[src/rtl/can_framer_pkg.sv]
// Shared types for the CAN-receive to UART framer: FSM states, header layout and frame slot.
// The slot carries a timestamp only when CAN_FRAMER_TIMESTAMP_EN is defined.
package can_framer_pkg;

  typedef enum logic [2:0] {
    ST_IDLE,
    ST_SYNC,
    ST_HDR,
    ST_ID,
    ST_TS,
    ST_DATA,
    ST_CSUM
  } state_t;

  localparam int MAX_LEN     = 8;
  localparam int HDR_CH_LSB  = 6;
  localparam int HDR_IDE_BIT = 5;
  localparam int HDR_TS_BIT  = 4;
  localparam int HDR_LEN_LSB = 0;

  typedef struct packed {
    logic [MAX_LEN-1:0][7:0] data;
    logic [3:0]              len;
    logic [28:0]             id;
    logic                    ide;
`ifdef CAN_FRAMER_TIMESTAMP_EN
    logic [15:0]             ts;
`endif
  } slot_t;

  function automatic logic [7:0] make_hdr(input logic [1:0] ch, input logic ide,
                                          input logic ts_en, input logic [3:0] len);
    logic [7:0] h;
    h = '0;
    h[HDR_CH_LSB +: 2]  = ch;
    h[HDR_IDE_BIT]      = ide;
    h[HDR_TS_BIT]       = ts_en;
    h[HDR_LEN_LSB +: 4] = len;
    return h;
  endfunction

  // Big-endian ID byte: standard IDs use the low two bytes of the 32-bit word, extended all four.
  function automatic logic [7:0] id_byte(input logic [28:0] id, input logic ide,
                                         input logic [1:0] idx);
    logic [31:0] w;
    logic [1:0]  pos;
    w   = ide ? {3'b0, id} : {21'b0, id[10:0]};
    pos = ide ? idx : idx + 2'd2;
    case (pos)
      2'd0:    return w[31:24];
      2'd1:    return w[23:16];
      2'd2:    return w[15:8];
      default: return w[7:0];
    endcase
  endfunction

endpackage

[src/rtl/can_rx_chan_buf.sv]
// One CAN channel: capture buffer, single pending slot, commit/drop decision and
// saturating drop counter. With CAN_FRAMER_TIMESTAMP_EN the commit also stores ts_now.
module can_rx_chan_buf
  import can_framer_pkg::*;
#(
  parameter int DROP_W = 8
) (
  input  logic              clk,
  input  logic              rstn,
  input  logic              rx_valid,
  input  logic              rx_last,
  input  logic [7:0]        rx_data,
  input  logic [28:0]       rx_id,
  input  logic              rx_ide,
`ifdef CAN_FRAMER_TIMESTAMP_EN
  input  logic [15:0]       ts_now,
`endif
  input  logic              free,
  output logic              pending,
  output slot_t             slot,
  output logic [DROP_W-1:0] drop_cnt
);

  localparam logic [3:0] LEN_MAX = 4'(MAX_LEN);

  logic [MAX_LEN-1:0][7:0] cap_data, frame_data;
  logic [3:0]              cap_len, frame_len;
  logic [28:0]             cap_id, frame_id;
  logic                    cap_ide, frame_ide;
  slot_t                   slot_nxt;
  logic                    commit;

  // Frame as it would look after absorbing this cycle's byte; ID is taken from the first byte.
  always_comb begin
    frame_data = cap_data;
    frame_len  = cap_len;
    frame_id   = cap_id;
    frame_ide  = cap_ide;
    if (cap_len == 4'd0) begin
      frame_id  = rx_id;
      frame_ide = rx_ide;
    end
    if (cap_len < LEN_MAX) begin
      frame_data[cap_len[2:0]] = rx_data;
      frame_len                = cap_len + 4'd1;
    end
    slot_nxt      = '0;
    slot_nxt.data = frame_data;
    slot_nxt.len  = frame_len;
    slot_nxt.id   = frame_id;
    slot_nxt.ide  = frame_ide;
`ifdef CAN_FRAMER_TIMESTAMP_EN
    slot_nxt.ts   = ts_now;
`endif
  end

  assign commit = rx_valid & rx_last;

  always_ff @(posedge clk or negedge rstn) begin
    if (!rstn) begin
      cap_data <= '0;
      cap_len  <= '0;
      cap_id   <= '0;
      cap_ide  <= 1'b0;
      pending  <= 1'b0;
      slot     <= '0;
      drop_cnt <= '0;
    end else begin
      if (commit) begin
        cap_data <= '0;
        cap_len  <= '0;
        cap_id   <= '0;
        cap_ide  <= 1'b0;
      end else if (rx_valid) begin
        cap_data <= frame_data;
        cap_len  <= frame_len;
        cap_id   <= frame_id;
        cap_ide  <= frame_ide;
      end
      // A slot being freed this cycle is treated as empty so the commit still lands.
      if (commit && (!pending || free)) begin
        pending <= 1'b1;
        slot    <= slot_nxt;
      end else if (commit) begin
        if (drop_cnt != {DROP_W{1'b1}}) drop_cnt <= drop_cnt + 1'b1;
      end else if (free) begin
        pending <= 1'b0;
      end
    end
  end

endmodule

[src/rtl/can_rx_uart_framer.sv]
// Multi-channel CAN-receive framer: round-robin over pending slots, emits SYNC/HDR/ID/DATA/CSUM
// into a uart_tx write port. Define CAN_FRAMER_TIMESTAMP_EN to add a 2-byte TS field.
module can_rx_uart_framer
  import can_framer_pkg::*;
#(
  parameter int         NCH       = 2,
  parameter logic [7:0] SYNC_BYTE = 8'hA5,
  parameter int         DROP_W    = 8
) (
  input  logic                  clk,
  input  logic                  rstn,
  input  logic [NCH-1:0]        rx_valid,
  input  logic [NCH-1:0]        rx_last,
  input  logic [NCH*8-1:0]      rx_data,
  input  logic [NCH*29-1:0]     rx_id,
  input  logic [NCH-1:0]        rx_ide,
  output logic                  o_wreq,
  input  logic                  i_wgnt,
  output logic [7:0]            o_wdata,
  output logic [NCH*DROP_W-1:0] drop_cnt,
  output logic                  busy
);

`ifdef CAN_FRAMER_TIMESTAMP_EN
  localparam logic TS_EN = 1'b1;
  logic [15:0] ts_cnt;

  always_ff @(posedge clk or negedge rstn) begin
    if (!rstn) ts_cnt <= '0;
    else       ts_cnt <= ts_cnt + 16'd1;
  end
`else
  localparam logic TS_EN = 1'b0;
`endif

  state_t         state;
  logic [1:0]     sel, rr_ptr, pick, rr_next;
  logic           found, xfer;
  logic [3:0]     idx, idx_inc;
  logic [7:0]     csum;
  logic [NCH-1:0] pending, free;
  slot_t          slots [NCH];
  slot_t          cur;
  logic [7:0]     hdr_byte, id_first, id_next, data_next;
  logic [1:0]     id_last;

  for (genvar c = 0; c < NCH; c++) begin : g_chan
    can_rx_chan_buf #(.DROP_W(DROP_W)) u_buf (
      .clk      (clk),
      .rstn     (rstn),
      .rx_valid (rx_valid[c]),
      .rx_last  (rx_last[c]),
      .rx_data  (rx_data[8*c +: 8]),
      .rx_id    (rx_id[29*c +: 29]),
      .rx_ide   (rx_ide[c]),
`ifdef CAN_FRAMER_TIMESTAMP_EN
      .ts_now   (ts_cnt),
`endif
      .free     (free[c]),
      .pending  (pending[c]),
      .slot     (slots[c]),
      .drop_cnt (drop_cnt[DROP_W*c +: DROP_W])
    );
  end

  assign xfer = o_wreq & i_wgnt;
  assign busy = (state != ST_IDLE) || (|pending);

  // Round-robin search starts at rr_ptr, which follows the channel served last.
  always_comb begin
    found = 1'b0;
    pick  = rr_ptr;
    for (int k = 0; k < NCH; k++) begin
      if (!found && pending[(int'(rr_ptr) + k) % NCH]) begin
        found = 1'b1;
        pick  = 2'((int'(rr_ptr) + k) % NCH);
      end
    end
    rr_next = 2'((int'(sel) + 1) % NCH);
    cur  = '0;
    free = '0;
    for (int c = 0; c < NCH; c++) begin
      if (sel == 2'(c)) cur = slots[c];
      free[c] = xfer && (state == ST_CSUM) && (sel == 2'(c));
    end
    idx_inc   = idx + 4'd1;
    id_last   = cur.ide ? 2'd3 : 2'd1;
    hdr_byte  = make_hdr(sel, cur.ide, TS_EN, cur.len);
    id_first  = id_byte(cur.id, cur.ide, 2'd0);
    id_next   = id_byte(cur.id, cur.ide, idx_inc[1:0]);
    data_next = cur.data[idx_inc[2:0]];
  end

  // Each emitting state holds o_wdata until accepted; csum accumulates every byte as it is loaded.
  always_ff @(posedge clk or negedge rstn) begin
    if (!rstn) begin
      state   <= ST_IDLE;
      sel     <= '0;
      rr_ptr  <= '0;
      idx     <= '0;
      csum    <= '0;
      o_wreq  <= 1'b0;
      o_wdata <= '0;
    end else begin
      case (state)
        ST_IDLE: if (found) begin
          sel     <= pick;
          state   <= ST_SYNC;
          o_wreq  <= 1'b1;
          o_wdata <= SYNC_BYTE;
        end
        ST_SYNC: if (xfer) begin
          state   <= ST_HDR;
          o_wdata <= hdr_byte;
          csum    <= hdr_byte;
        end
        ST_HDR: if (xfer) begin
          state   <= ST_ID;
          idx     <= '0;
          o_wdata <= id_first;
          csum    <= csum + id_first;
        end
        ST_ID: if (xfer) begin
          if (idx[1:0] != id_last) begin
            idx     <= idx_inc;
            o_wdata <= id_next;
            csum    <= csum + id_next;
          end else begin
`ifdef CAN_FRAMER_TIMESTAMP_EN
            state   <= ST_TS;
            idx     <= '0;
            o_wdata <= cur.ts[15:8];
            csum    <= csum + cur.ts[15:8];
`else
            idx <= '0;
            if (cur.len == 4'd0) begin
              state   <= ST_CSUM;
              o_wdata <= csum;
            end else begin
              state   <= ST_DATA;
              o_wdata <= cur.data[0];
              csum    <= csum + cur.data[0];
            end
`endif
          end
        end
`ifdef CAN_FRAMER_TIMESTAMP_EN
        ST_TS: if (xfer) begin
          if (idx == 4'd0) begin
            idx     <= 4'd1;
            o_wdata <= cur.ts[7:0];
            csum    <= csum + cur.ts[7:0];
          end else begin
            idx <= '0;
            if (cur.len == 4'd0) begin
              state   <= ST_CSUM;
              o_wdata <= csum;
            end else begin
              state   <= ST_DATA;
              o_wdata <= cur.data[0];
              csum    <= csum + cur.data[0];
            end
          end
        end
`endif
        ST_DATA: if (xfer) begin
          if (idx_inc == cur.len) begin
            state   <= ST_CSUM;
            o_wdata <= csum;
          end else begin
            idx     <= idx_inc;
            o_wdata <= data_next;
            csum    <= csum + data_next;
          end
        end
        ST_CSUM: if (xfer) begin
          state  <= ST_IDLE;
          o_wreq <= 1'b0;
          rr_ptr <= rr_next;
        end
        default: begin
          state  <= ST_IDLE;
          o_wreq <= 1'b0;
        end
      endcase
    end
  end

endmodule

[config.mk]
export PLATFORM = sky130hd
export DESIGN_NAME = can_rx_uart_framer
export DESIGN_NICKNAME = d
export VERILOG_FILES = /design/src/rtl/can_framer_pkg.sv /design/src/rtl/can_rx_chan_buf.sv /design/src/rtl/can_rx_uart_framer.sv
export SDC_FILE = /design/constraint.sdc
export NUM_CORES = 1
export LEC_CHECK = 0
export BUFFER_PORTS_ARGS = -buffer_cell sky130_fd_sc_hd__buf_2
export CORE_MARGIN = 1
export CORE_UTILIZATION = 61
export CTS_CLUSTER_DIAMETER = 60
export DETAILED_ROUTE_END_ITERATION = 7
export PLACE_DENSITY = 0.87
export SLEW_MARGIN = 20
export SYNTH_ARGS = -nofsm -noshare
export SYNTH_HDL_FRONTEND = slang
export SYNTH_SLANG_ARGS = --single-unit
export TNS_END_PERCENT = 1
[constraint.sdc]
create_clock -name clk -period 4.89 [get_ports clk]
set_clock_uncertainty 0.15 [all_clocks]
set_input_delay 0.978 -clock clk [delete_from_list [all_inputs] [get_ports clk]]
set_output_delay 0.978 -clock clk [all_outputs]
set_load 0.1 [all_outputs]
==> reports/summary.md <==
The run finished with clean final reports. Derived from the worst setup path, the maximum achievable clock frequency is 231.3 MHz. The setup path with the least slack is of type flip-flop to flip-flop.

The part of the cycle the worst path needs is 0.8840, and the relative area change from synthesis to final layout is 11.92%. For this design the static power due to leakage is 10.41 nW. The remaining max-slew budget at the tightest pin is 0.1938. In this run the post-CTS setup repair buffer count came out at 0. For this design the total switching power over the nets is 0.005596 W. The count of nets left with antenna violations once routing finished came out at 0. The root buffer cell chosen for the clock tree is clkbuf_16. The total of buffers placed on input and output ports is 108. The clock share of power is 0.259. Share of power burned in registers: 0.378. After detailed routing, the number of vias per cell comes to 6.449. The run gives 2055 as the gate count of the mapped netlist.

The area of all placed cells without fillers was 23650 µm². The tools report the total cell area at the placement stage as 22020 µm². The die boundary height was 188.1 µm; the area fraction of the dominant cell type after synthesis was 0.5163. After floorplanning, the core was divided into 67 placement rows.

Total wirelength of the detailed-routed design: 60510 µm. The tools report the capturing point of the worst reg2reg path as csum[7]$_DFFE_PN0P_. Setup repair after global routing left no endpoint under its margin. The number of max-slew violations in the final report was 0; the largest vdd supply drop was 0.6784 mV. The kind of end point of the critical path is a flip-flop.

The path class of the lowest-slack min-delay path was flip-flop to flip-flop. In this run, post-CTS hold repair placed 0 buffers. Summing every instance area after synthesis gives 21130 µm². In the routed design, unresolved DRC markers number 0. The logs give 16730 for the via count of the routed design and 0.6255 for the effective utilization at floorplan. The logs give 0 for the count of endpoints failing hold in the final timing report and 436 for the number of clock sinks. The maximum number of pins on one net before global-route repair was 120; the flop and latch count out of synthesis was 436.

The synthesized design spends more area on one cell type than any other, namely dfrtp_1. Data on the critical path arrives at its endpoint at 4.62 ns. TritonCTS built the clock tree. The fraction of registers with async set/reset works out to 1.000. The proportion of layout cells with a drive suffix above 1 works out to 0.1473. Setup violations remaining at the end of the flow were counted as 0. The global-route usage over all layers is 0.3492, and the logic depth of the worst register-to-register path is 14.

The level count of the clock H-tree is 2, and the via count of the first global-routing pass is 16750. The logs give 1683 for the number of violations reported at the end of detailed-routing iteration 0 and 0 for the number of max-cap violations. The net count of the mapped netlist is 2153, and the post-route setup TNS is 0 ns. The switching part of the total power works out to 0.3904. STA classifies the critical path startpoint as a flip-flop.

Subtracting the final worst setup slack from the clock period gives 4.323 ns. Critical path launch point: sel[0]$_DFFE_PN0P_. The placeable core area is 33780 µm², and the length of the first detailed-routing pass in iterations is 6. The post-layout net count is 2209.

At the end of routability-driven placement, the weighted congestion stood at 1.004. By instance count, the leading cell after synthesis is dfrtp_1. The total chip power was 0.01433 W. In the synthesized netlist, the cells that appear most often are 436 x dfrtp_1, 327 x nand2_1, 260 x o21ai_0. Counting along the longest clock path gives a buffer depth of 3. The chip width was 188.1 µm.

By area the synthesized netlist is led by dfrtp_1 52%, mux2i_1 9.7%, o21ai_0 6.2%, nand2_1 5.8%, mux4_2 4.7%. The total overflow left after global routing is 0. The per-instance average area after synthesis was 10.28 µm².

The share of the yosys chip area belonging to registers is 0.5163, and the number of clock buffers inserted by TritonCTS is 45. For this run, the number of standard cells in the final layout without fillers is 2594. The number of top-level pins is 109. Including well taps, the total number of placed cells is 2512. Data on the critical path is required at its endpoint by 5.19 ns. The clock-pin slew on the worst setup and hold paths is 0.06 ns. Clock latency on the worst-skew pair, taken at its later pin, is 0.58 ns. The first global-routing pass estimated 95060 µm of wire. Following the worst setup path forward leads to its endpoint at csum[7]$_DFFE_PN0P_. For the combinational share of power, the log shows 0.362. The power density over cell area was 606.0 nW/µm²; the peak fanout along the critical path was 32. The most used flip-flop cell after synthesis was dfrtp_1. The internal portion of the total power is 0.008737 W. The die covers 35390 µm².

For the pin with the worst max-slew slack, the measured transition is 1.205 ns. The synthesized netlist contains 72 unique library cells. The number of enable-type register cells in the synthesized netlist is 0. For the detailed placer's ending HPWL, the log shows 41650 µm.

In this run, post-CTS repair resized a total of 0 instances. Yosys printed 0 warnings. The tools report the worst flop-to-flop path startpoint as sel[0]$_DFFE_PN0P_. The tools report the initial antenna violation count as 1. The routed length per placed instance came out at 23.33 µm. The tools report the final antenna diode count as 0. The worst register-to-register path has a setup slack of 0.57 ns.
## cells in the final DEF, fill, tap and decap left out, types with 6 or more instances in the layout
cell type,n
nor2b_1,18
mux2_2,15
o22ai_1,15
and3_1,7
ha_1,14
buf_4,41
a31oi_1,21
xor2_1,9
a211oi_1,10
a21oi_1,132
nand2b_1,26
buf_2,107
o211ai_1,7
clkinv_2,11
clkbuf_16,46
inv_1,19
nand3_1,8
nor3_1,16
mux2i_1,204
mux4_2,44
clkbuf_8,6
o21ai_0,260
a21o_1,6
nand2_1,327
dfrtp_1,434
xnor2_1,19
bufinv_16,7
a22o_1,59
nor2_1,139
a221oi_1,6
o21ai_1,22
## per-layer routing
metal / GRT usage / routed length [µm] / up-vias
li1: - / - / 7425
met1: 0.4508 / 23330 / 8317
met2: 0.5747 / 29610 / 785
met3: 0.04492 / 3952 / 201
met4: 0.1945 / 3600 / 2
met5: 0 / 13 / -
## cell type report
| class | count | area, µm² |
|---|---|---|
| sequential | 436 | 10920 |
| fill | 2353 | 10130 |
| multi-input combinational | 1455 | 9557 |
| clock buffer | 56 | 1249 |
| timing repair buffer | 153 | 938.4 |
| tap | 448 | 560.5 |
| clock inverter | 26 | 357.8 |
| inverter | 20 | 75.07 |
## power groups by stage
stage | combinational, W | sequential, W | clock, W
after floorplan | 0.00355 | 0.00541 | 0
after global placement | 0.00498 | 0.00541 | 0
after detailed placement | 0.00509 | 0.00544 | 0
after CTS | 0.00514 | 0.00540 | 0.00374
after global routing | 0.00561 | 0.00548 | 0.00387
final | 0.00519 | 0.00542 | 0.00372
## critical path: stages (launching register included)
cell	delay (ns)
dfrtp_4	0.78
buf_4	0.42
mux4_2	0.54
inv_1	0.07
o22ai_1	0.07
a221oi_1	0.51
a21o_1	0.14
a21oi_1	0.08
ha_1	0.35
o21ai_0	0.17
nor2_1	0.09
o41ai_1	0.35
xor2_1	0.22
a21oi_1	0.09
o32ai_1	0.15
## flip-flops by register name (all words and copies together) (netlist names), 3 cells and up
name / flops
g_chan.u_buf.slot: 196
g_chan.u_buf.cap_data: 128
g_chan.u_buf.cap_id: 58
g_chan.u_buf.drop_cnt: 16
csum: 8
g_chan.u_buf.cap_len: 8
o_wdata: 8
idx: 4
state: 3
## kinds of logic after synthesis
family / synth area share
xor+xnor: 0.01427
mux: 0.1534
fa+ha+maj: 0.009236
simple gates: 0.1128
compound gates: 0.1591
flops: 0.5163
buf+inv: 0.03487
## how the worst min path moves through the flow
stage | start | endpoint | slack (ns) | depth (start not counted)
final | g_chan[0].u_buf.cap_data[61]$_DFFE_PN0P_ | g_chan[0].u_buf.cap_data[61]$_DFFE_PN0P_ | 0.33 | 2
after detailed placement | g_chan[0].u_buf.cap_data[61]$_DFFE_PN0P_ | g_chan[0].u_buf.cap_data[61]$_DFFE_PN0P_ | 0.32 | 2
after CTS | g_chan[0].u_buf.cap_data[61]$_DFFE_PN0P_ | g_chan[0].u_buf.cap_data[61]$_DFFE_PN0P_ | 0.33 | 2
after floorplan | g_chan[0].u_buf.slot[16]$_DFFE_PN0P_ | g_chan[0].u_buf.slot[16]$_DFFE_PN0P_ | 0.29 | 2
after global placement | g_chan[1].u_buf.cap_data[11]$_DFFE_PN0P_ | g_chan[1].u_buf.cap_data[11]$_DFFE_PN0P_ | 0.31 | 2
after global routing | g_chan[0].u_buf.cap_data[40]$_DFFE_PN0P_ | g_chan[0].u_buf.cap_data[40]$_DFFE_PN0P_ | 0.35 | 2
## stage by stage
step                  util  worst slack (ns)  hold WS [ns]
finish              0.7001            0.5673        0.3319
global route        0.7001            0.2189        0.3533
CTS                 0.6995            0.5986        0.3336
detailed placement  0.6519            0.6453        0.3198
global placement    0.6519            0.6456        0.3109
floorplan                -            0.9926        0.2946
Note: power is estimated with default switching activity, not from simulation.
